[src/rtl/fn_menor_serie_pkg.sv]
// Shared types and select constants for the serial less-than comparator.
package fn_menor_serie_pkg;

  typedef enum logic {
    ST_REPOSO  = 1'b0,
    ST_COMPARA = 1'b1
  } estado_t;

  // Signedness select values shared with the ALU decoder.
  localparam logic SIGNO_CON = 1'b0;
  localparam logic SIGNO_SIN = 1'b1;

endpackage

[src/rtl/fn_menor_serie_if.sv]
// Start/done bus of the serial comparator, plus the FSM state for observation.
interface fn_menor_serie_if #(
  parameter int ANCHO = 32
);
  import fn_menor_serie_pkg::*;

  // inicio is accepted on an edge where ocupado=0; listo pulses one cycle when
  // menor/igual become valid, and they hold until the next listo or reset.
  logic             inicio;
  logic [ANCHO-1:0] a;
  logic [ANCHO-1:0] b;
  logic             sin_signo;
  logic             ocupado;
  logic             listo;
  logic             menor;
  logic             igual;
  estado_t          estado;

  modport master (
    output inicio, a, b, sin_signo,
    input  ocupado, listo, menor, igual, estado
  );

  modport slave (
    input  inicio, a, b, sin_signo,
    output ocupado, listo, menor, igual, estado
  );

endinterface

[src/rtl/fn_menor_serie_cmp_tramo.sv]
// Combinational chunk comparator; the chunk MSB may carry negative weight.
module fn_menor_serie_cmp_tramo #(
  parameter int BPC = 1
) (
  input  logic [BPC-1:0] x,
  input  logic [BPC-1:0] y,
  input  logic           msb_negativo,
  output logic           lt,
  output logic           ne
);

  always_comb begin
    ne = (x != y);
    // Differing sign bits decide on their own; otherwise unsigned order holds.
    if (msb_negativo && (x[BPC-1] != y[BPC-1])) begin
      lt = x[BPC-1];
    end else begin
      lt = (x < y);
    end
  end

endmodule

[src/rtl/fn_menor_serie.sv]
// Constant-time MSB-first less-than/equal comparator, BITS_POR_CICLO bits per clock.
module fn_menor_serie
  import fn_menor_serie_pkg::*;
#(
  parameter int ANCHO          = 32,
  parameter int BITS_POR_CICLO = 1
) (
  input  logic               clk,
  input  logic               rst,
  fn_menor_serie_if.slave    bus
);

  localparam int N  = ANCHO / BITS_POR_CICLO;
  localparam int IW = (N > 1) ? $clog2(N) : 1;
  localparam logic [IW-1:0] ULTIMO = IW'(N - 1);

  estado_t          estado, estado_sig;
  logic             acepta, termina;
  logic [IW-1:0]    idx;
  logic [ANCHO-1:0] a_q, b_q;
  logic             sin_q;
  logic             decidido, menor_int;
  logic             listo_q, menor_q, igual_q;
  logic             tramo_lt, tramo_ne, msb_neg;

  assign msb_neg = (idx == '0) && (sin_q == SIGNO_CON);

  fn_menor_serie_cmp_tramo #(.BPC(BITS_POR_CICLO)) u_tramo (
    .x            (a_q[ANCHO-1 -: BITS_POR_CICLO]),
    .y            (b_q[ANCHO-1 -: BITS_POR_CICLO]),
    .msb_negativo (msb_neg),
    .lt           (tramo_lt),
    .ne           (tramo_ne)
  );

  always_ff @(posedge clk) begin
    if (rst) estado <= ST_REPOSO;
    else     estado <= estado_sig;
  end

  always_comb begin
    estado_sig = estado;
    acepta     = 1'b0;
    termina    = 1'b0;
    case (estado)
      ST_REPOSO: begin
        if (bus.inicio) begin
          acepta     = 1'b1;
          estado_sig = ST_COMPARA;
        end
      end
      ST_COMPARA: begin
        if (idx == ULTIMO) begin
          termina    = 1'b1;
          estado_sig = ST_REPOSO;
        end
      end
      default: estado_sig = ST_REPOSO;
    endcase
  end

  always_ff @(posedge clk) begin
    if (rst) begin
      idx       <= '0;
      a_q       <= '0;
      b_q       <= '0;
      sin_q     <= 1'b0;
      decidido  <= 1'b0;
      menor_int <= 1'b0;
      listo_q   <= 1'b0;
      menor_q   <= 1'b0;
      igual_q   <= 1'b0;
    end else begin
      listo_q <= 1'b0;
      if (acepta) begin
        a_q       <= bus.a;
        b_q       <= bus.b;
        sin_q     <= bus.sin_signo;
        idx       <= '0;
        decidido  <= 1'b0;
        menor_int <= 1'b0;
      end else if (estado == ST_COMPARA) begin
        a_q <= a_q << BITS_POR_CICLO;
        b_q <= b_q << BITS_POR_CICLO;
        idx <= idx + 1'b1;
        if (!decidido && tramo_ne) begin
          decidido  <= 1'b1;
          menor_int <= tramo_lt;
        end
        // The final chunk is folded in on the same edge that publishes the result.
        if (termina) begin
          listo_q <= 1'b1;
          menor_q <= decidido ? menor_int : tramo_lt;
          igual_q <= ~(decidido | tramo_ne);
        end
      end
    end
  end

  assign bus.ocupado = (estado == ST_COMPARA);
  assign bus.listo   = listo_q;
  assign bus.menor   = menor_q;
  assign bus.igual   = igual_q;
  assign bus.estado  = estado;

endmodule
[src/flat_wrapper.sv]
// flat-port wrapper written by rule: the top's interface ports become plain ports
module fn_menor_serie_flat import fn_menor_serie_pkg::*;
#(
  parameter int ANCHO          = 32,
  parameter int BITS_POR_CICLO = 1
)
  (clk, rst, bus_inicio, bus_a, bus_b, bus_sin_signo, bus_ocupado, bus_listo, bus_menor, bus_igual, bus_estado);
  fn_menor_serie_if #(.ANCHO(ANCHO)) bus_i ();
  input  logic clk;
  input  logic rst;
  input wire logic [$bits(bus_i.inicio)-1:0] bus_inicio;
  input wire logic [$bits(bus_i.a)-1:0] bus_a;
  input wire logic [$bits(bus_i.b)-1:0] bus_b;
  input wire logic [$bits(bus_i.sin_signo)-1:0] bus_sin_signo;
  output wire logic [$bits(bus_i.ocupado)-1:0] bus_ocupado;
  output wire logic [$bits(bus_i.listo)-1:0] bus_listo;
  output wire logic [$bits(bus_i.menor)-1:0] bus_menor;
  output wire logic [$bits(bus_i.igual)-1:0] bus_igual;
  output wire logic [$bits(bus_i.estado)-1:0] bus_estado;
  assign bus_i.inicio = bus_inicio;
  assign bus_i.a = bus_a;
  assign bus_i.b = bus_b;
  assign bus_i.sin_signo = bus_sin_signo;
  assign bus_ocupado = bus_i.ocupado;
  assign bus_listo = bus_i.listo;
  assign bus_menor = bus_i.menor;
  assign bus_igual = bus_i.igual;
  assign bus_estado = bus_i.estado;
  fn_menor_serie #(.ANCHO(ANCHO), .BITS_POR_CICLO(BITS_POR_CICLO)) u_core (.clk(clk), .rst(rst), .bus(bus_i));
endmodule
[config.mk]
export PLATFORM = sky130hd
export DESIGN_NAME = fn_menor_serie_flat
export DESIGN_NICKNAME = d
export VERILOG_FILES = /design/src/rtl/fn_menor_serie_pkg.sv /design/src/rtl/fn_menor_serie_if.sv /design/src/rtl/fn_menor_serie_cmp_tramo.sv /design/src/rtl/fn_menor_serie.sv /design/src/flat_wrapper.sv
export SDC_FILE = /design/constraint.sdc
export NUM_CORES = 1
export LEC_CHECK = 0
export ABC_AREA = 1
export CORE_AREA = 2 2 92 94
export CTS_BUF_LIST = sky130_fd_sc_hd__clkbuf_8
export DETAILED_ROUTE_END_ITERATION = 12
export DIE_AREA = 0 0 94 96
export GPL_TIMING_DRIVEN = 0
export PLACE_DENSITY_LB_ADDON = 0.05
export SYNTH_ARGS = -nofsm -noshare
export SYNTH_HDL_FRONTEND = slang
export SYNTH_SLANG_ARGS = --single-unit
[constraint.sdc]
create_clock -name clk -period 1.95 [get_ports clk]
set_input_delay 0.195 -clock clk [delete_from_list [all_inputs] [get_ports clk]]
set_output_delay 0.195 -clock clk [all_outputs]
set_load 0.01 [all_outputs]
==> flow_metrics.tcl <==
set metrics [dict create \
    wl_per_cell_um 11.32 \
    required_ns 1.75 \
    vias_per_cell 4.660 \
    die_y_um 96 \
    ys_top_cells_by_area "dfxtp_1, nand2_1, o221ai_1" \
    cts.repair.resized 0 \
    fin_cells 680 \
    antenna_found_initial 0 \
    postSynthAreaPerCell_um2 7.281 \
    grt_pass1_vias 2902 \
    hold_class "in2reg" \
    fin_worst_skew_ns 0.006909 \
    fp.dieW_um 94 \
    dr_total_vias 3169 \
    clk_path_buf_depth 2 \
    ys.warnings.count 0 \
    cp-end-kind "output pin" \
    insertion_delay_ns 0.34 \
    startpoint_type "register" \
    maxCapViolCount 0 \
    synth_cell_types 25 \
    yosys.area.top_type_share 0.4291 \
    fin_hold_ws_ns 0.4491 \
    ant_nets 0 \
    netlist_instances 487 \
    cts_tree "built" \
    async_flop_share 0 \
    initial_core_util 0.4404 \
    cts_setup_buffers 0 \
    grt_max_degree 13 \
    grt_pass1_wl_um 12970 \
    drv_slew 0 \
    syn_nets 559 \
    wl_um 7697 \
    critical_path_arrival_ns 1.42 \
    yosysTopAreaCell "dfxtp_1" \
    ys.flop_type "dfxtp_1" \
    ys_seq_area_frac 0.4291 \
    dr.first_iter.drc_count 77 \
    finalSetupTns_ns 0 \
    synth_common_cells "nand2_1, inv_1, dfxtp_1" \
    grt_use_total 0.1827 \
    dieArea_um2 9024 \
    gp_congestion 0.7627 \
    max_freq_ghz 0.6204 \
    port_buffers 72 \
    cts_made_buffers 9 \
    period_share 0.8267 \
    syn_to_final_growth_pct 30.66 \
    hold_buffers 0 \
    syn_area_um2 3546 \
    antenna_cells 0 \
    yosysMostFrequentCell "nand2_1" \
    place_hpwl_um 5580 \
    tightest_slew_ns 0.4329 \
    power_density_nw_per_um2 779.0 \
    io_pins 73 \
    htreeDepth 3 \
    synth_edf_count 0 \
    relSlewSlack 0.7114 \
    drc_errors 0 \
    coreArea_um2 8051 \
    drive_gt1_frac 0.08174 \
    clkTransAtPathRegs_ns 0.08 \
    cts_num_sinks 76 \
    status "complete, no violations" \
    critical_path_class "reg2out" \
    rows 33 \
    post-route-util 0.5754 \
    final_hold_viol_count 0 \
    setup_viol 0 \
    fillers 802 \
    root_buffer "clkbuf_8" \
    finalNetCount 642 \
    ys_ff_latch 76 \
    placedCellCount 664 \
    crit_fanout 4 \
    irDropWorstVdd_mv 0.4194 \
    min_period_ns 1.612 \
    slowest_delay_ns 0.52 \
    rsz0062_at_grt "false" \
    firstDrtPassIters 4 \
    worst_path_max_delay_cell "clkdlybuf4s50_1" \
    path_cells "buf_4, clkdlybuf4s50_1" \
    p_leak_uw 0.002267 \
    grt.overflow.total 0 \
]
## cell type report
cell class                 count  area [um^2]  share of cell area
buffer                        29        195.2             0.04213
clock buffer                  12        165.2             0.03565
clock inverter                 4        70.07             0.01512
inverter                     135        506.7              0.1094
multi-input combinational    247         1323              0.2854
sequential                    76         1521              0.3284
tap                          105        131.4             0.02836
timing repair buffer          72        720.7              0.1555
## registers in the layout, summed over array words and instances (netlist names)
name / cells
u_core.a_q: 32
u_core.b_q: 32
u_core.bus.estado: 1
u_core.bus.igual: 1
u_core.bus.listo: 1
u_core.bus.menor: 1
u_core.decidido: 1
u_core.idx: 5
u_core.menor_int: 1
u_core.sin_q: 1
## cell families (layout without fill, tap and decap cells)
logic type                 count (synthesis)  after routing  share of synthesized area
AOI/OAI and AO/OA                         72             72                     0.1701
and+or+nand+nor                          170            170                     0.1863
xor gates and xnor gates                   1              1                   0.002470
adders and majority gates                  4              4                    0.01411
buffers and inverters                    164            252                     0.1980
DFF                                       76             76                     0.4291
## worst max-delay path: cells and delay by family, from the launching register on
| kind | cells | cell delay (ns) |
|---|---|---|
| DFF | 1 | 0.42 |
| buffers and inverters | 2 | 0.66 |
## path summary, 6_finish.rpt
check / from / end / slack [ns] / depth (start not counted)
setup / recovery: u_core.bus.estado / bus_ocupado / 0.34 / 2
hold / removal: bus_b[0] / u_core.b_q[0] / 0.45 / 3
setup reg to reg: u_core.bus.estado / u_core.b_q[19] / 0.51 / 7
hold reg to reg: u_core.a_q[0] / u_core.a_q[0] / 0.47 / 2
## power breakdown
part           internal, uW  switching, uW  total [uW]
logic                   277            282         559
registers              1640           24.7        1660
clock network           822            567        1390
## per-layer routing
metal  up-vias  part of all wire  global-route usage  wire length (um)
li1       1682                 -                   -                 -
met1      1412              0.47              0.2267              3640
met2        65              0.47              0.3113              3639
met3        10             0.038             0.02976               295
met4         0             0.016             0.08575               121
met5         -                 0                   0                 0
## cells in the final DEF, fill, tap and decap left out, drive strengths merged, types with 2 or more instances in the layout
cell,n
o211ai,3
clkdlybuf4s50,72
buf,26
o221ai,59
bufinv,2
a21oi,8
clkbuf,15
nor3,3
ha,4
nand3,6
nor2,12
clkinv,2
dfxtp,76
nand2,147
inv,135
## stage by stage
stage | cell area [um^2] | setup slack, ns | power, uW
6_report | 4633 | 0.3380 | 3609
4_1_cts | 4633 | 0.3040 | 3658
2_1_floorplan | 3546 | 0.7024 | 2030
3_3_place_gp | 4398 | 0.1982 | 2250
3_5_place_dp | 4398 | 0.1750 | 2262
5_1_grt | 4633 | 0.2674 | 3797
(Power assumes the default switching activity.)
